==> src/rtl/calc_controller_if.sv <==
// Bundle of signals between the keypad/ALU side and calc_controller.
// Latency: none, wires only. Backpressure: none; keys are one-cycle strobes that are never stalled.
// Ports: key_valid/key_code (key events), alu_result (arithmetic unit output),
//        first_digit/second_digit/operation (operands and opcode to the unit),
//        display/result_valid/err (to the display).
interface calc_controller_if #(
  parameter int WIDTH = 14
);
  logic             key_valid;
  logic [3:0]       key_code;
  logic [WIDTH-1:0] alu_result;
  logic [WIDTH-1:0] first_digit;
  logic [WIDTH-1:0] second_digit;
  logic [1:0]       operation;
  logic [WIDTH-1:0] display;
  logic             result_valid;
  logic             err;

  // Keypad and arithmetic-unit side: produces key events and the result.
  modport master (
    output key_valid, key_code, alu_result,
    input  first_digit, second_digit, operation, display, result_valid, err
  );

  // Controller side.
  modport slave (
    input  key_valid, key_code, alu_result,
    output first_digit, second_digit, operation, display, result_valid, err
  );
endinterface

==> src/rtl/calc_controller.sv <==
// Keypad sequencer for a 14-bit multiply/add/subtract calculator: builds decimal operands, picks the op, shows results.
// Latency: every sampled key is reflected on the registered outputs one cycle later; "=" yields a result two edges after its sample.
// Backpressure: none; keys arriving during the single compute cycle, or non-clear keys in the error state, are dropped.
// Ports: clk, rst (synchronous, active high); bus (slave modport) carries key_valid/key_code/alu_result in,
//        first_digit/second_digit/operation/display/result_valid/err out.
module calc_controller #(
  parameter int WIDTH      = 14,
  parameter int MAX_DIGITS = 4,
  parameter int MAX_VAL    = 9999
) (
  input logic              clk,
  input logic              rst,
  calc_controller_if.slave bus
);

  localparam int CW = $clog2(MAX_DIGITS + 1);

  localparam logic [3:0] K_MUL = 4'd10;
  localparam logic [3:0] K_SUB = 4'd12;
  localparam logic [3:0] K_EQ  = 4'd13;
  localparam logic [3:0] K_CLR = 4'd14;

  typedef enum logic [2:0] {
    S_A    = 3'd0,
    S_B    = 3'd1,
    S_CALC = 3'd2,
    S_SHOW = 3'd3,
    S_ERR  = 3'd4
  } state_t;

  state_t           state, state_nxt;
  logic [WIDTH-1:0] first_q, first_nxt;
  logic [WIDTH-1:0] second_q, second_nxt;
  logic [WIDTH-1:0] display_q, display_nxt;
  logic [WIDTH-1:0] latched;
  logic [1:0]       op_q, op_nxt;
  logic [CW-1:0]    count_q, count_nxt;
  logic             err_q, err_nxt;
  logic             rv_q, rv_nxt;

  // ---------------------------------------------------------------------------
  // Key decode
  // ---------------------------------------------------------------------------
  logic       key_digit, key_op, key_eq, key_clr;
  logic [1:0] key_opcode;
  logic       room;

  assign key_digit = bus.key_valid && (bus.key_code <= 4'd9);
  assign key_op    = bus.key_valid && (bus.key_code >= K_MUL) && (bus.key_code <= K_SUB);
  assign key_eq    = bus.key_valid && (bus.key_code == K_EQ);
  assign key_clr   = bus.key_valid && (bus.key_code == K_CLR);
  // 10/11/12 -> 00/01/10: the low two bits minus 2 wrap into the opcode.
  assign key_opcode = bus.key_code[1:0] - 2'd2;
  assign room       = (count_q < CW'(MAX_DIGITS));

  // Decimal shift-in; with at most MAX_DIGITS digits the value never exceeds MAX_VAL.
  function automatic logic [WIDTH-1:0] append(input logic [WIDTH-1:0] v, input logic [3:0] d);
    return (v * WIDTH'(10)) + {{(WIDTH-4){1'b0}}, d};
  endfunction

  // ---------------------------------------------------------------------------
  // Range check at full precision, independent of the arithmetic unit's width.
  // ---------------------------------------------------------------------------
  logic [2*WIDTH-1:0] prod_full;
  logic [WIDTH:0]     sum_full;
  logic               range_err;

  always_comb begin
    prod_full = {{WIDTH{1'b0}}, first_q} * {{WIDTH{1'b0}}, second_q};
    sum_full  = {1'b0, first_q} + {1'b0, second_q};
    range_err = 1'b0;
    case (op_q)
      2'b00:   range_err = (prod_full > (2*WIDTH)'(MAX_VAL));
      2'b01:   range_err = (sum_full > (WIDTH+1)'(MAX_VAL));
      default: range_err = (second_q > first_q);
    endcase
  end

  // ---------------------------------------------------------------------------
  // State register and all output registers
  // ---------------------------------------------------------------------------
  always_ff @(posedge clk) begin
    if (rst) begin
      state     <= S_A;
      first_q   <= '0;
      second_q  <= '0;
      display_q <= '0;
      count_q   <= '0;
      op_q      <= 2'b00;
      rv_q      <= 1'b0;
      err_q     <= 1'b0;
    end else begin
      state     <= state_nxt;
      first_q   <= first_nxt;
      second_q  <= second_nxt;
      display_q <= display_nxt;
      count_q   <= count_nxt;
      op_q      <= op_nxt;
      rv_q      <= rv_nxt;
      err_q     <= err_nxt;
    end
  end

  // ---------------------------------------------------------------------------
  // Next-state logic
  // ---------------------------------------------------------------------------
  always_comb begin
    state_nxt = state;
    case (state)
      S_A: begin
        if (key_clr)     state_nxt = S_A;
        else if (key_op) state_nxt = S_B;
      end
      S_B: begin
        if (key_clr)                         state_nxt = S_A;
        else if (key_eq && count_q != '0)    state_nxt = S_CALC;
      end
      // Operands have been stable for the whole of this cycle.
      S_CALC:  state_nxt = range_err ? S_ERR : S_SHOW;
      S_SHOW: begin
        if (key_clr || key_digit) state_nxt = S_A;
        else if (key_op)          state_nxt = S_B;
      end
      S_ERR: begin
        if (key_clr) state_nxt = S_A;
      end
      default: state_nxt = S_A;
    endcase
  end

  // ---------------------------------------------------------------------------
  // Output / datapath next values
  // ---------------------------------------------------------------------------
  always_comb begin
    first_nxt  = first_q;
    second_nxt = second_q;
    count_nxt  = count_q;
    op_nxt     = op_q;
    err_nxt    = err_q;
    rv_nxt     = 1'b0;
    latched    = display_q;

    case (state)
      S_A: begin
        if (key_clr) begin
          first_nxt  = '0;
          second_nxt = '0;
          count_nxt  = '0;
          latched    = '0;
        end else if (key_digit) begin
          if (room) begin
            first_nxt = append(first_q, bus.key_code);
            count_nxt = count_q + CW'(1);
          end
        end else if (key_op) begin
          op_nxt     = key_opcode;
          count_nxt  = '0;
          second_nxt = '0;
        end
      end

      S_B: begin
        if (key_clr) begin
          first_nxt  = '0;
          second_nxt = '0;
          count_nxt  = '0;
          latched    = '0;
        end else if (key_digit) begin
          if (room) begin
            second_nxt = append(second_q, bus.key_code);
            count_nxt  = count_q + CW'(1);
          end
        end else if (key_op && count_q == '0) begin
          // Operator corrected before any B digit was typed.
          op_nxt = key_opcode;
        end
      end

      S_CALC: begin
        if (range_err) begin
          latched = '0;
          err_nxt = 1'b1;
        end else begin
          latched = bus.alu_result;
          rv_nxt  = 1'b1;
        end
      end

      S_SHOW: begin
        if (key_clr) begin
          first_nxt  = '0;
          second_nxt = '0;
          count_nxt  = '0;
          latched    = '0;
        end else if (key_digit) begin
          // A digit after a result starts a fresh calculation.
          first_nxt  = {{(WIDTH-4){1'b0}}, bus.key_code};
          count_nxt  = CW'(1);
          second_nxt = '0;
        end else if (key_op) begin
          // Chaining: the shown result becomes operand A.
          first_nxt  = display_q;
          second_nxt = '0;
          count_nxt  = '0;
          op_nxt     = key_opcode;
        end
      end

      S_ERR: begin
        if (key_clr) begin
          first_nxt  = '0;
          second_nxt = '0;
          count_nxt  = '0;
          latched    = '0;
          err_nxt    = 1'b0;
        end
      end

      default: begin
        first_nxt  = '0;
        second_nxt = '0;
        count_nxt  = '0;
        latched    = '0;
        err_nxt    = 1'b0;
      end
    endcase

    // Display follows the operand being edited, judged on the state being entered
    // so that the key's effect shows on the very next cycle.
    case (state_nxt)
      S_A:     display_nxt = first_nxt;
      S_B:     display_nxt = (count_nxt == '0) ? first_nxt : second_nxt;
      default: display_nxt = latched;
    endcase
  end

  assign bus.first_digit  = first_q;
  assign bus.second_digit = second_q;
  assign bus.operation    = op_q;
  assign bus.display      = display_q;
  assign bus.result_valid = rv_q;
  assign bus.err          = err_q;

endmodule

==> src/flat_wrapper.sv <==
// flat-port wrapper written by rule: the top's interface ports become plain ports
module calc_controller_flat 
#(
  parameter int WIDTH      = 14,
  parameter int MAX_DIGITS = 4,
  parameter int MAX_VAL    = 9999
)
  (clk, rst, bus_key_valid, bus_key_code, bus_alu_result, bus_first_digit, bus_second_digit, bus_operation, bus_display, bus_result_valid, bus_err);
  calc_controller_if #(.WIDTH(WIDTH)) bus_i ();
  input logic clk;
  input logic rst;
  input wire logic [$bits(bus_i.key_valid)-1:0] bus_key_valid;
  input wire logic [$bits(bus_i.key_code)-1:0] bus_key_code;
  input wire logic [$bits(bus_i.alu_result)-1:0] bus_alu_result;
  output wire logic [$bits(bus_i.first_digit)-1:0] bus_first_digit;
  output wire logic [$bits(bus_i.second_digit)-1:0] bus_second_digit;
  output wire logic [$bits(bus_i.operation)-1:0] bus_operation;
  output wire logic [$bits(bus_i.display)-1:0] bus_display;
  output wire logic [$bits(bus_i.result_valid)-1:0] bus_result_valid;
  output wire logic [$bits(bus_i.err)-1:0] bus_err;
  assign bus_i.key_valid = bus_key_valid;
  assign bus_i.key_code = bus_key_code;
  assign bus_i.alu_result = bus_alu_result;
  assign bus_first_digit = bus_i.first_digit;
  assign bus_second_digit = bus_i.second_digit;
  assign bus_operation = bus_i.operation;
  assign bus_display = bus_i.display;
  assign bus_result_valid = bus_i.result_valid;
  assign bus_err = bus_i.err;
  calc_controller #(.WIDTH(WIDTH), .MAX_DIGITS(MAX_DIGITS), .MAX_VAL(MAX_VAL)) u_core (.clk(clk), .rst(rst), .bus(bus_i));
endmodule
==> config.mk <==
export PLATFORM = sky130hd
export DESIGN_NAME = calc_controller_flat
export DESIGN_NICKNAME = d
export VERILOG_FILES = /design/src/rtl/calc_controller_if.sv /design/src/rtl/calc_controller.sv /design/src/flat_wrapper.sv
export SDC_FILE = /design/constraint.sdc
export NUM_CORES = 1
export LEC_CHECK = 0
export CAP_MARGIN = 10
export CORE_MARGIN = 4
export CORE_UTILIZATION = 50
export CTS_CLUSTER_DIAMETER = 150
export DETAILED_ROUTE_END_ITERATION = 10
export PLACE_DENSITY = 0.67
export SYNTH_ARGS = -nofsm -noshare
export SYNTH_HDL_FRONTEND = slang
export SYNTH_SLANG_ARGS = --single-unit
==> constraint.sdc <==
create_clock -name clk -period 17.2 [get_ports clk]
set_input_delay 3.44 -clock clk [delete_from_list [all_inputs] [get_ports clk]]
set_output_delay 3.44 -clock clk [all_outputs]
set_load 0.01 [all_outputs]
# [After elaboration in Yosys (flattened, before gate mapping)]
# Cells that the tools add are included.
[totals] regBits=52 word_cells=117
[classes] addsub=5 n_mul=3 n_lt_le_gt_ge=7 eq_ne=17 muxes=53 n_bitwise=2 reduce_logical=22
[op_table] cell="$mux 14" count=19
[op_table] cell="$pmux 14 s5" count=1
[op_table] cell="$pmux 14 s2" count=2
[op_table] cell="$pmux 14 s4" count=1
[op_table] cell="$mux 3" count=16
[op_table] cell="$pmux 3 s5" count=2
[op_table] cell="$add 14x4->14" count=2
[op_table] cell="$gt 28x14->1 const B" count=1
[op_table] cell="$mul 14x14->28" count=1
[op_table] cell="$mul 14x3->13 const B" count=2
[op_table] cell="$add 14x14->15" count=1
[op_table] cell="$gt 15x14->1 const B" count=1
[op_table] cell="$gt 14x14->1" count=1
[op_table] cell="$logic_not 3->1" count=4
[op_table] cell="$mux 2" count=6
[op_table] cell="$eq 4x4->1 const B" count=2
[op_table] cell="$le 4x4->1 const B" count=2
[op_table] cell="$ne 2x1->1 const B" count=4
[op_table] cell="$ne 2x2->1 const B" count=4
[op_table] cell="$logic_and 1x1->1" count=7
[op_table] cell="$reduce_and 7->1" count=1
[op_table] cell="$eq 3x1->1 const B" count=2
[op_table] cell="$eq 3x2->1 const B" count=2
[op_table] cell="$reduce_or 2->1" count=3
[op_table] cell="other kinds (19)" count=22

# [Longest topological paths before layout]
# Gate-level depths: netlist of run 1.
[logic_depth] ltp_word=10 depth_mapped=27 depth_no_buf=24

# [Least setup slack after synthesis of run 1]
# No wires, ideal clock.
[synth_timing] path_type="flip-flop to flip-flop" start="register u_core.first_q[1], in the netlist u_core.bus.first_digit[1]" end="register u_core.display_q[10], in the netlist u_core.bus.display[10]" setup_ns=0.103 t_arrival_ns=6.642 required_ns=17.097 slack_ns=10.454 path_stages_with_launch=24 period_less_slack_ns=6.746 cell_sequence="dfxtp_1 > clkbuf_1 > nand2_1 > fa_1 > fa_1 > inv_1 > fa_1 > fa_1 > fa_1 > inv_1 > fa_1 > inv_1 > ha_1 > buf_6 > and4_4 > nand2_1 > a21oi_2 > a211oi_2 > or4b_4 > a41oi_2 > nand4_2 > nor4_4 > o211ai_4 > a2111oi_2"
[synth_between] elab_chain_cells=8 word_cells_on_any_way=21
[synth_lines] element="start, declared" line_no="calc_controller.sv:32" source="logic [WIDTH-1:0] first_q, first_nxt;"
[synth_lines] element="start signal, assigned" line_no="calc_controller.sv:94" source="first_q <= first_nxt;"
[synth_lines] element="branches (longest 8 deep; another with $mul 14x14->28)"
[synth_lines] element="end signal, assigned" line_no="calc_controller.sv:96" source="display_q <= display_nxt;"
[synth_lines] element="end, declared" line_no="calc_controller.sv:34" source="logic [WIDTH-1:0] display_q, display_nxt;"
# Several ways; the timed one is not identified.
# A chain may end at the register's enable or synchronous reset.

# [Worst setup path after layout of run 1]
[layout_timing] start="register u_core.second_q[6], in the netlist u_core.bus.second_digit[6]" end="register u_core.display_q[12], in the netlist u_core.bus.display[12]"
[layout_between] elab_chain_cells=8 word_cells_on_any_way=21
[layout_lines] element="start, declared" line_no="calc_controller.sv:33" source="logic [WIDTH-1:0] second_q, second_nxt;"
[layout_lines] element="start signal, assigned" line_no="calc_controller.sv:95" source="second_q <= second_nxt;"
[layout_lines] element="branches (longest 8 deep; another with $mul 14x14->28)"
# Several ways; the timed one is not identified.

==> impl_results.md, run 1 <==
- Initial Utilization: between 50 and 60%
- Mapped cell area: approximately 12000 µm²
- CTS buffer count: 5
- LEAKAGE: roughly 6.4 nW
- Clk pin slew, worst setup/hold paths: around 0.070 ns
- Delay of the slowest cell on the worst path: 0.85 ns
- CTS max path bufs: 2
- CP cell instances: ha_1 > inv_1 > fa_1 > fa_1 > fa_1 > inv_1 > fa_1 > fa_1 > inv_1 > fa_1 > inv_1 > ha_1 > and4_4 > nand2_1 > a21oi_2 > a211oi_2 > o41ai_1 > xnor2_1 > o2111ai_1 > nor4_4 > o211ai_4 > o41ai_2
- Placer congestion estimate: 0.9069
- Final number of max-transition violations: 0
- Syn_nets: around 1800
- Die W: around 170 µm
- Achievable Freq: ~0.13 GHz
- CP bufs+invs: 4
- Data arrival, critical path: 8.10 ns
- Top FF cell, synth: dfxtp_1
- Crit path max-delay cell type: dfxtp_1
- Worst hold start: u_core.bus.err
- Power Dens Cells: ~26 nW/µm²
- CP Max Fanout: 19
- Final setup margin: between 9 and 10 ns
- Final setup TNS: 0 ns
- # H-tree levels: 2
- Largest net degree at the start of global routing: 45
- Final Critical Period: 7.913 ns
- Hold/Removal Path Class: reg2reg
- Clock sinks: 52
- Port-buffer cells: 66
- Via count: around 11000
- Register Area: roughly 1000 µm²
- Async set-reset flop share out of synthesis: 0%
- Commonest non-fill, non-tap cell in the layout: inv_1
- Global-route wire length before repair: between 50000 and 60000 µm
- Number of global-route vias before repair: 10540
- Ys Warns: 0
- Critical path type: reg2reg
- Critical path's most frequent cell: fa_1
- Fillers: between 2000 and 2500
- Area Overhead vs Synth: 7.818%
- Num ports: 67
- Total grt overflow: 0
- CTS tree: built
- Clock root buffer: clkbuf_16
- EDFF count, synth: 0
- RSZ-0062 raised after global routing: false
- Multi-input logic area: between 10000 and 15000 µm²
- Post-route ant nets: 0
- Final hold viol count: 0
- DP Worst Slack: approximately 9.3 ns
- Die height: about 170 µm
- Cell variety after synth: 87
- Routed Wire Length: between 30000 and 40000 µm
- Startpoint types: register
- Nets@finish: 1844
- Core area: between 20000 and 25000 µm²
- CP delay by family, top: adder cells
- Status: finished, final reports clean
- Hold buffer count at cts: 0
- Mapped Cells: ~1500
- Most frequent cells in the layout: inv_1, ha_1, fa_1, nand2_1, nor2_1
- Relative slew slack: between 20% and 30%
- CP Capture Type: register
- Syn_area_per_cell: approximately 8.3 µm²
- Final setup fails: 0
- Seq/Total Area, Yosys: between 8 and 9%
- DRC: 0
- Worst Tran Pin Value: approximately 1.1 ns
- Worst reg2reg startpoint: u_core.bus.second_digit[6]
- Critical path required time: around 17 ns
- Std cell rows: 57
- Antenna Cells: 0
- DRT Pass-1 Iters: 6
- Peak supply drop: ~41 µV
- #FFs+latches synth: 52
- Clk_lat worst skew: approximately 0.29 ns
- Share of cells above drive strength 1: 4.563%
- Setup Fix Bufs, Post-CTS: 0
- Final HPWL DP: between 20000 and 30000 µm
- CP Launch Point: u_core.bus.second_digit[6]
- Crit share post-route: 46.01%
- PostCTS Resize Cnt: 0
- Mean number of vias per cell: 5.876
- GR Util All Layers: between 20% and 30%
- Initial DRC Count: around 840
- Max-cap violations: 0
- Routed length per instance: approximately 19 µm
- Max Clock Skew: ~0.0053 ns
- Initial antenna violation count: 0
- Die area: 27460 µm²
==> stage by stage <==
stage                     std cells  hold slack [ns]  power [mW]  utilization [%]  area [µm²]
after floorplan                1494           0.5074      0.1944                -       12430
after global placement         1828           0.5134      0.2299            54.28       13240
after detailed placement       1828           0.4965      0.2308            54.28       13240
after CTS                      1836           0.5159      0.3441            54.97       13410
after global routing           1836           0.5301      0.3603            54.97       13410
final                          1836           0.5240      0.3460            54.97       13410
==> registers in the layout, indices dropped and copies added (netlist names) <==
name and cells:
u_core.bus.display 14, u_core.bus.first_digit 14, u_core.bus.second_digit 14, u_core.count_q 3
u_core.state 3, u_core.bus.operation 2, u_core.bus.err 1, u_core.bus.result_valid 1
==> cells by family (layout without fill, tap and decap cells) <==
group           Yosys count  after routing  synth area share [%]
simple gates            470            470                 19.09
mux                      14             14                 1.177
xor+xnor                 56             56                 4.055
buf+inv                 283            301                 9.288
fa+ha+maj               312            312                 40.21
flops                    52             52                 8.372
compound gates          307            307                 17.81
==> area by class of cell <==
class | instances | share of cell area (%)
inverter | 216 | 6.048
sequential | 52 | 7.765
timing repair buffer | 77 | 5.544
multi-input combinational | 1159 | 76.37
clock inverter | 3 | 0.3173
tap | 324 | 3.024
clock buffer | 5 | 0.9333
==> synthesized netlist by cell type (6+ instances only) <==
cell type,count,area share (%)
mux2i_1,9,0.72
nand3_1,13,0.52
nor2_1,100,3.0
a21oi_1,61,2.5
a211o_1,10,0.70
nand4_1,13,0.65
a222oi_1,7,0.56
or3_1,12,0.60
fa_1,146,24
inv_1,216,6.5
a211oi_1,13,0.78
nor3_1,23,0.93
a221oi_1,8,0.56
o211ai_1,11,0.66
nor2b_1,14,0.70
a31oi_1,9,0.45
clkbuf_1,45,1.4
and2_1,96,4.8
buf_2,8,0.32
ha_1,166,17
a21oi_2,9,0.63
o21a_1,11,0.66
a22oi_1,15,0.91
o21ai_0,57,2.3
nand2_1,144,4.3
buf_6,7,0.63
nand2b_1,9,0.45
dfxtp_1,52,8.4
a21o_1,19,1.1
xnor2_1,37,2.6
o221ai_1,11,0.77
xor2_1,18,1.3
o22ai_1,7,0.35
or2_2,6,0.30
nor4_1,6,0.30
==> final timing paths <==
check        cells past startpoint  slack, ns                endpoint
max reg2reg                     22       9.29  u_core.bus.display[12]
min reg2reg                      2       0.52          u_core.bus.err
min                              2       0.52          u_core.bus.err
max                             22       9.29  u_core.bus.display[12]
==> per-layer routing <==
layer / routed length (µm) / up-vias / global-route usage (%) / share of wire, %
li1: - / 5077 / - / -
met1: 15760 / 5282 / 36.80 / 46
met2: 15330 / 373 / 38.19 / 44
met3: 2697 / 56 / 4.123 / 7.8
met4: 805 / 0 / 5.273 / 2.3
met5: 0 / - / 0 / 0
==> worst register-to-register path, cell delays in order (launching register included) <==
cell and delay [ns]:
dfxtp_1 0.85, ha_1 0.37, inv_1 0.10, fa_1 0.47, fa_1 0.50, fa_1 0.49, inv_1 0.05, fa_1 0.51
fa_1 0.55, inv_1 0.06, fa_1 0.52, inv_1 0.04, ha_1 0.40, and4_4 0.20, nand2_1 0.07, a21oi_2 0.04
a211oi_2 0.49, o41ai_1 0.14, xnor2_1 0.34, o2111ai_1 0.35, nor4_4 0.54, o211ai_4 0.34, o41ai_2 0.39
==> power breakdown <==
group / switching, mW / total, mW / leakage [nW] / internal (mW)
registers: 0.0115 / 0.136 / 0.421 / 0.124
logic: 0.0565 / 0.0950 / 5.90 / 0.0386
clock network: 0.0468 / 0.115 / 0.0798 / 0.0685
(Power assumes the default switching activity.)
==> inputs of run 2 (changes only) <==
clock period = 7.74 ns   (was 17.2 ns; I/O delays follow)
==> run 2 against run 1 <==
Net effect: routed wire length rose by 2.4%; sequential power rose by 120%; via count rose by 2.3%; maximum frequency rose by 8.5%; design area rose by 1.7%; critical endpoint is now u_core.state[0].
==> impl_results.md, run 2 (synthesis results as in run 1) <==
- Status: finished, final reports clean
- Crit share post-route: between 90 and 100%
- Hold path cells: 2
- Crit path max-delay cell type: fa_1
- Routed Wire Length: about 35000 µm
- Die area: 27460 µm²
- Via count: ~11000
- Critical path type: reg2reg
- Total grt overflow: 0
- Power Dens Cells: around 55 nW/µm²
- CTS buffer count: 5
- CP Max Fanout: 13
- Final setup fails: 0
- R2R depth: 26
- Hold/Removal Path Class: reg2reg
- Non-Filler Instances: between 1500 and 2000
- DRT Pass-1 Iters: 7
- Num ports: 67
- Post-route ant nets: 0
- Clock root buffer: clkbuf_16
- Peak supply drop: 110.9 µV
- CTS max path bufs: 2
- Commonest non-fill, non-tap cell in the layout: inv_1
- Worst Tran Pin Value: ~1.1 ns
- Number of global-route vias before repair: about 11000
- CP Capture Type: register
- Final hold viol count: 0
- Routed length per instance: between 15 and 20 µm
- Die W: 165.7 µm
- Reg2reg end: u_core.state[0]
- Final HPWL DP: roughly 29000 µm
- Hold Path End: u_core.bus.err
- Overall power: around 750 µW
- Initial Utilization: 50.98%
- GR Util All Layers: 25.21%
- Clk_lat worst skew: approximately 0.29 ns
- Achievable Freq: 0.1372 GHz
- Worst hold start: u_core.bus.err
- Most frequent cells in the layout: inv_1, ha_1, fa_1, nand2_1, nor2_1
- LEAKAGE: between 6 and 7 nW
- Hold buffer count at cts: 0
- DRC: 0
- RSZ-0062 raised after global routing: false
- Area Overhead vs Synth: 9.700%
- Initial antenna violation count: 0
- Clk pin slew, worst setup/hold paths: about 0.070 ns
- Die height: between 150 and 200 µm
- Placed insts: 1861
- Antenna Cells: 0
- Max Clock Skew: around 0.013 ns
- Final number of max-transition violations: 0
- Worst reg2reg startpoint: u_core.bus.second_digit[3]
- Data arrival, critical path: ~7.5 ns
- Share of cells above drive strength 1: 6.662%
- WHS: between 0.5 and 0.6 ns
- Std cell rows: 57
- Startpoint types: register
- Core area: 24390 µm²
- Mean number of vias per cell: 5.901
- Post-Place Cell Area: between 10000 and 15000 µm²
- Initial DRC Count: about 900
- Port-buffer cells: 66
- Final setup TNS: 0 ns
- Reg2Reg Setup Slack: between 0.4 and 0.5 ns
- Max-cap violations: 0
- Critical path required time: slightly below 8 ns
- Global-route wire length before repair: about 57000 µm
- Final Critical Period: between 7 and 8 ns
- CTS tree: built
- Fin area: 13640 µm²
- Delay of the slowest cell on the worst path: roughly 0.54 ns
- Placer congestion estimate: 0.8999
- Largest net degree at the start of global routing: 45
- Fillers: ~2400
- Clock sinks: 52
- Nets@finish: ~1900
- Relative slew slack: 29.61%
- # H-tree levels: 2
## run 2: cell types whose count changed in the layout (fill, tap and decap cells not counted), sizes merged
cell    before  now
clkbuf       5    6
buf         11   45
bufinv       1    0
## run 2: how the worst max path moves through the flow
stage / start / end / slack [ns] / cells past startpoint
floorplan: u_core.bus.first_digit[1] / u_core.bus.display[5] / 0.99 / 23
global placement: u_core.bus.first_digit[6] / u_core.bus.display[10] / 0.49 / 22
detailed placement: u_core.bus.first_digit[6] / u_core.bus.display[8] / 0.34 / 22
CTS: u_core.bus.first_digit[6] / u_core.bus.display[8] / 0.31 / 22
global route: u_core.bus.second_digit[3] / u_core.bus.display[10] / 0.06 / 25
finish: u_core.bus.second_digit[3] / u_core.state[0] / 0.45 / 26
## run 2: what timing repair did
item,4_1_cts,5_1_grt
gates resized for setup,0,1
setup endpoints to repair,0,10
setup buffers,0,1
## run 2: routing by layer
layer / vias up / part of all wire [%] / track usage (%)
met5: - / 0 / 0
met4: 0 / 2.1 / 4.448
met3: 51 / 6.3 / 2.669
met2: 425 / 45 / 39.70
met1: 5401 / 46 / 38.08
li1: 5158 / - / -
## run 2: worst max-delay path: cells and delay by family (launching register included)
kind                     cells  cell delay [ns]
flip-flops                   1             0.49
AO/OA/AOI/OAI                8             1.96
AND/OR/NAND/NOR              3             0.49
adder cells (fa/ha/maj)      7             3.46
buffers and inverters        8             0.74
## run 2: layout make-up
type,count,area (µm²),area share [%]
Tap cell,324,405.4,2.972
Sequential cell,52,1042,7.641
Clock buffer,6,128.9,0.9448
Multi-Input combinational cell,1159,10240,75.06
Clock inverter,2,16.27,0.1192
Inverter,216,810.8,5.944
Timing Repair Buffer,111,998.5,7.320
## run 2: report_power, final
group | switching (mW) | total [mW] | internal, mW
clock network | 0.106 | 0.227 | 0.121
registers | 0.0165 | 0.293 | 0.276
logic | 0.135 | 0.226 | 0.0903
total | 0.258 | 0.745 | 0.487
## run 2: metrics by stage
| stage | setup WS, ns | util, % |
|---|---|---|
| detailed placement | 0.3384 | 55.29 |
| global route | 0.06111 | 55.92 |
| finish | 0.4499 | 55.92 |
| CTS | 0.3054 | 55.89 |
| global placement | 0.4905 | 55.29 |
| floorplan | 0.9944 | - |
==> inputs of run 3 (changes only) <==
ABC_AREA = 1   (was default)
PLACE_DENSITY = 0.66   (was 0.67)
==> run 3 against run 2 <==
Net effect: clock power grew 18%; largest cell class unchanged; worst hold slack got worse by 0.034 ns; maximum frequency up 2.4%; first-iteration DRC count increased by 43%; largest power group is now combinational cells; clock-buffer cell count down 1; sequential share of layout area down 0.47 points.
==> impl_results.md, run 3 <==
- Status: finished, final reports clean
- Data arrival, critical path: around 7.3 ns
- Mean number of vias per cell: roughly 5.3
- GR Util All Layers: approximately 28%
- Syn_area_per_cell: about 6.6 µm²
- Clk pin slew, worst setup/hold paths: ~0.08 ns
- CP delay by family, top: adder cells
- Final setup fails: 0
- Syn_nets: between 2000 and 2500
- #FFs+latches synth: 52
- Antenna Cells: 0
- Post-route ant nets: 0
- Die height: ~170 µm
- CP Max Fanout: 27
- Commonest non-fill, non-tap cell in the layout: nand2_1
- Mapped Cells: approximately 2000
- Non-Filler Instances: ~2400
- Clk_lat worst skew: 0.30 ns
- Total grt overflow: 0
- Die W: 170.4 µm
- Worst reg2reg startpoint: u_core.bus.second_digit[10]
- CP bufs+invs: 6
- Area leader, netlist: fa_1
- Max-cap violations: 0
- Area Overhead vs Synth: 10.01%
- PostCTS Resize Cnt: 0
- Most frequent cells in the layout: nand2_1, inv_1, ha_1, fa_1, nor2_1
- Peak supply drop: between 100 and 150 µV
- Std cell rows: ~60
- Worst Tran Pin Value: around 0.94 ns
- Initial Utilization: approximately 51%
- Port-buffer cells: between 60 and 70
- Final setup margin: 0.6184 ns
- Crit share post-route: roughly 92%
- Routed length per instance: roughly 17 µm
- Final HPWL DP: about 33000 µm
- Delay of the slowest cell on the worst path: 0.94 ns
- Die area: 29050 µm²
- Final hold viol count: 0
- Most frequent cell after synthesis: nand2_1
- Global-route wire length before repair: 64140 µm
- Post-synth top area share: about 22%
- Fillers: 2660
- Async set-reset flop share out of synthesis: 0%
- Ys Warns: 0
- DRT Pass-1 Iters: 5
- Max Clock Skew: approximately 0.0082 ns
- Clock sinks: 52
- Commonest cells post-synth: nand2_1, inv_1, ha_1
- Comb pwr share: around two fifths
- Clock power share: between 20% and 30%
- CTS max path bufs: 2
- DRC: 0
- Achievable Freq: approximately 0.14 GHz
- Overall power: around 1.0 mW
- Initial DRC Count: between 1000 and 1500
- Final setup TNS: 0 ns
- Core area: 25980 µm²
- Share of cells above drive strength 1: roughly 5%
- Startpoint types: register
- WHS: 0.4865 ns
- Final Critical Period: 7.122 ns
- Sequential share of power: between 30% and 40%
- Clock root buffer: clkbuf_16
- Seq/Total Area, Yosys: around 7.9%
- CTS buffer count: 5
- Final number of max-transition violations: 0
- Cell variety after synth: 50
- LEAKAGE: between 8 and 9 nW
- Switching share of power: 42.05%
- Mapped cell area: approximately 13000 µm²
- CP Capture Type: register
- RSZ-0062 raised after global routing: false
- Top FF cell, synth: dfxtp_1
- DP Worst Slack: ~0.65 ns
- Area contributors post-synth: fa_1, nand2_1, ha_1
- Setup Fix Bufs, Post-CTS: 0
- EDFF count, synth: 0
- Cell internal pwr: 583.0 µW
- CTS tree: built
- # H-tree levels: 2
- Via count: between 10000 and 15000
- Largest net degree at the start of global routing: 35
- CP Launch Point: u_core.bus.second_digit[10]
- Number of global-route vias before repair: 12070
- Num ports: 67
- Routed Wire Length: approximately 40000 µm
- Relative slew slack: a little under two fifths
- Nets@finish: 2406
- Initial antenna violation count: 0
- Power Dens Cells: slightly below 70 nW/µm²
- Hold buffer count at cts: 0
- Crit path max-delay cell type: dfxtp_1
- Placed insts: ~2400
- Critical path required time: 7.94 ns
- Critical path type: reg2reg
- Worst hold start: u_core.bus.err
- Hold/Removal Path Class: reg2reg
- Switching power: approximately 420 µW
- Placer congestion estimate: roughly 0.95
## run 3: cell types whose count changed after synthesis, sizes merged, moves of 13 or more
cell,change
nand4,+13
nand3,+93
nor2,+53
a211oi,-16
xnor2,-28
and2,-96
a21o,-18
a21oi,+18
inv,+246
nor2b,-15
nand2,+443
## run 3: layout make-up
| class | instances | area, µm² | share of cell area [%] |
|---|---|---|---|
| clock buffers | 5 | 125.1 | 0.8620 |
| clock inverters | 3 | 46.29 | 0.3189 |
| inverters | 462 | 1734 | 11.95 |
| multi-input cells | 1446 | 10190 | 70.19 |
| flip-flops and latches | 52 | 1041 | 7.172 |
| well taps | 335 | 419.2 | 2.888 |
| repair buffers | 106 | 960.9 | 6.620 |
## run 3: worst paths after layout
kind	end	slack (ns)	cells past startpoint
min	u_core.bus.err	0.49	2
max	u_core.bus.display[1]	0.62	30
max reg2reg	u_core.bus.display[1]	0.62	30
min reg2reg	u_core.bus.err	0.49	2
## run 3: worst reg2reg max path: cells and delay by family, from the launching register on
kind	cells	cell delay (ns)
compound gates	2	0.31
fa+ha+maj	8	3.19
buf+inv	6	0.65
flops	1	0.94
simple gates	14	1.92
## run 3: metrics by stage
| stage | instance area, µm² | util (%) |
|---|---|---|
| final | 14520 | 55.86 |
| after global routing | 14520 | 55.86 |
| after CTS | 14520 | 55.86 |
| after detailed placement | 14340 | 55.20 |
| after global placement | 14340 | 55.20 |
| after floorplan | 13190 | - |
## run 3: cell families (layout without fill, tap and decap cells)
kind of cell | after synthesis | in the layout | share of synthesized area, %
simple gates | 908 | 908 | 28.93
buf+inv | 510 | 576 | 14.89
fa+ha+maj | 312 | 312 | 37.89
compound gates | 197 | 197 | 8.469
flops | 52 | 52 | 7.890
xor+xnor | 29 | 29 | 1.925
## run 3: per-layer routing
| layer | vias to the layer above | routed length, µm | track usage (%) |
|---|---|---|---|
| li1 | 6265 | - | - |
| met1 | 6100 | 18620 | 41.89 |
| met2 | 432 | 17760 | 42.66 |
| met3 | 32 | 3243 | 4.367 |
| met4 | 0 | 446 | 3.646 |
| met5 | - | 0 | 0 |
## run 3: power groups by stage
stage,Sequential [mW],Combinational [mW],Clock (mW)
2_1_floorplan,0.322,0.249,0
3_3_place_gp,0.338,0.391,0
3_5_place_dp,0.339,0.395,0
4_1_cts,0.333,0.397,0.268
5_1_grt,0.336,0.446,0.282
6_report,0.334,0.405,0.267
==> variant, RTL diff (config.mk and constraints of run 3) <==
`WIDTH` is set to 14 in 3 places; all go to 16.
--- a/src/rtl/calc_controller_if.sv
+++ b/src/rtl/calc_controller_if.sv
@@ -6,3 +6,3 @@
 interface calc_controller_if #(
-  parameter int WIDTH = 14
+  parameter int WIDTH = 16
 );
--- a/src/rtl/calc_controller.sv
+++ b/src/rtl/calc_controller.sv
@@ -6,3 +6,3 @@
 module calc_controller #(
-  parameter int WIDTH      = 14,
+  parameter int WIDTH      = 16,
   parameter int MAX_DIGITS = 4,
--- a/src/flat_wrapper.sv
+++ b/src/flat_wrapper.sv
@@ -3,3 +3,3 @@
 #(
-  parameter int WIDTH      = 14,
+  parameter int WIDTH      = 16,
   parameter int MAX_DIGITS = 4,
Ports: changed (resized bus_alu_result, bus_display, bus_first_digit and bus_second_digit); port bits go from 67 to 75. No check against the original RTL was run, so the function may have changed too.
==> variant against run 3 <==
  * Sequential cell count grew 6
  * Worst setup slack lost 0.26 ns
  * Power grew 41%
  * First-iteration DRC count grew 5.1%
  * Critical endpoint is now u_core.bus.display[8]$_SDFFE_PP0P_
  * Area after synthesis grew 22%
  * Design area grew 23%
  * Non-clock buffer count grew 30
  * Wire length grew 27%
==> variant: results (changes against run 3) <==
Run status
  – Run status: finished clean

Worst setup path
  – Reg-to-Reg Start: u_core.bus.first_digit[4]$_SDFF_PP0_
  – Data arrival time of the critical path: 7.61 ns (+0.29 ns)
  – Number of cells on the worst reg-to-reg path: 29 (-3.3%)
  – Beginning of the critical path: u_core.bus.first_digit[4]$_SDFF_PP0_
  – CP max stage delay: 0.85 ns (-0.09 ns)
  – Largest driver fanout on the critical path: 31 (+15%)
  – Setup slack of the worst register-to-register path: 0.36 ns (-0.26 ns)

Clocking
  – Max H-tree Level: 3 (+1)
  – Clock transition at the registers of the reported paths: 0.05 ns (-0.03 ns)
  – Skew-Pair Late Insertion Delay: 0.34 ns (+0.04 ns)
  – Cts bufs inserted: 9 (+4)

Synth
  – Unique masters post-synth: 53 (+6.0%)
  – Most frequent cells after synthesis: sky130_fd_sc_hd__nand2_1 (694), sky130_fd_sc_hd__inv_1 (556), sky130_fd_sc_hd__fa_1 (199)
  – Synth Instances: 2444 (+22%)
  – Synth top area cells: sky130_fd_sc_hd__fa_1 (25%), sky130_fd_sc_hd__nand2_1 (16%), sky130_fd_sc_hd__ha_1 (15%), sky130_fd_sc_hd__inv_1 (13%), sky130_fd_sc_hd__dfxtp_1 (7.2%)

GRT
  – Via count of the first global-routing pass: 15000 (+24%)
  – Maximum number of pins on one net before global-route repair: 41 (+17%)
  – Fraction of met1 tracks used by global routing: 42.1% (+0.23 points)
  – Total global routing track utilization: 28.3% (+0.65 points)
  – Wire length of the first global-routing pass: 80300 um (+25%)
  – Global Route met2 Usage: 45.7% (+3.0 points)
  – GR met3 Demand/Resource: 3.06% (-1.3 points)

Timing
  – Post-route setup slack: 0.357 ns (-0.261 ns)
  – Slew headroom: 20.6% (-16 points)
  – Final setup skew: 0.00489 ns (-0.00331 ns)

Place
  – GPL Wtd Cong: 0.972 (+2.3%)
  – Number of placed cells counting well taps: 2897 (+21%)
  – Port Buf Inserts: 74 (+12%)

Finish
  – Storage element area: 1160 sq um (+12%)
  – Fillers: 3208 (+21%)
  – Number of nets in the layout: 2918 (+21%)

Power
  – Power in the clock group: 0.000418 W (+57%)
  – Max rail drop VDD: 0.113 mV (+11%)

Detailed routing
  – First-pass iteration count of the detailed router: 7 (+2)
  – Total met2 wirelength after detailed routing: 23200 um (+31%)
  – M1 wire length: 23200 um (+25%)
  – DR WL/cell: 17.4 um (+4.7%)
variant: cell types whose count changed after synthesis, sizes merged, moves of 9 or more:
cell           run 3  this run
inv              462       563
nand3            106       123
ha               166       190
o21ai             67        84
fa               146       199
clkbuf            36        70
nand2            588       700
nor2             153       184
a21oi             88        97
variant: area by class of cell:
cell class	instances	area share [%]
Multi-Input combinational cell	1737	69.7
Inverter	564	11.9
Timing Repair Buffer	136	7.45
Sequential cell	58	6.51
Tap cell	402	2.81
Clock buffer	13	1.51
Clock inverter	2	0.196
variant: logic make-up after synthesis:
logic type | Yosys count | share of synthesized area, %
fa+ha+maj | 389 | 39.5
flops | 58 | 7.21
buf+inv | 649 | 15.4
compound gates | 237 | 8.41
simple gates | 1076 | 27.6
xor+xnor | 35 | 1.90
variant: worst reg2reg max path: cells and delay by family, from the launching register on:
family | cells | cell delay [ns]
compound gates | 1 | 0.19
fa+ha+maj | 7 | 3.51
buf+inv | 5 | 0.41
flops | 1 | 0.85
simple gates | 16 | 2.31
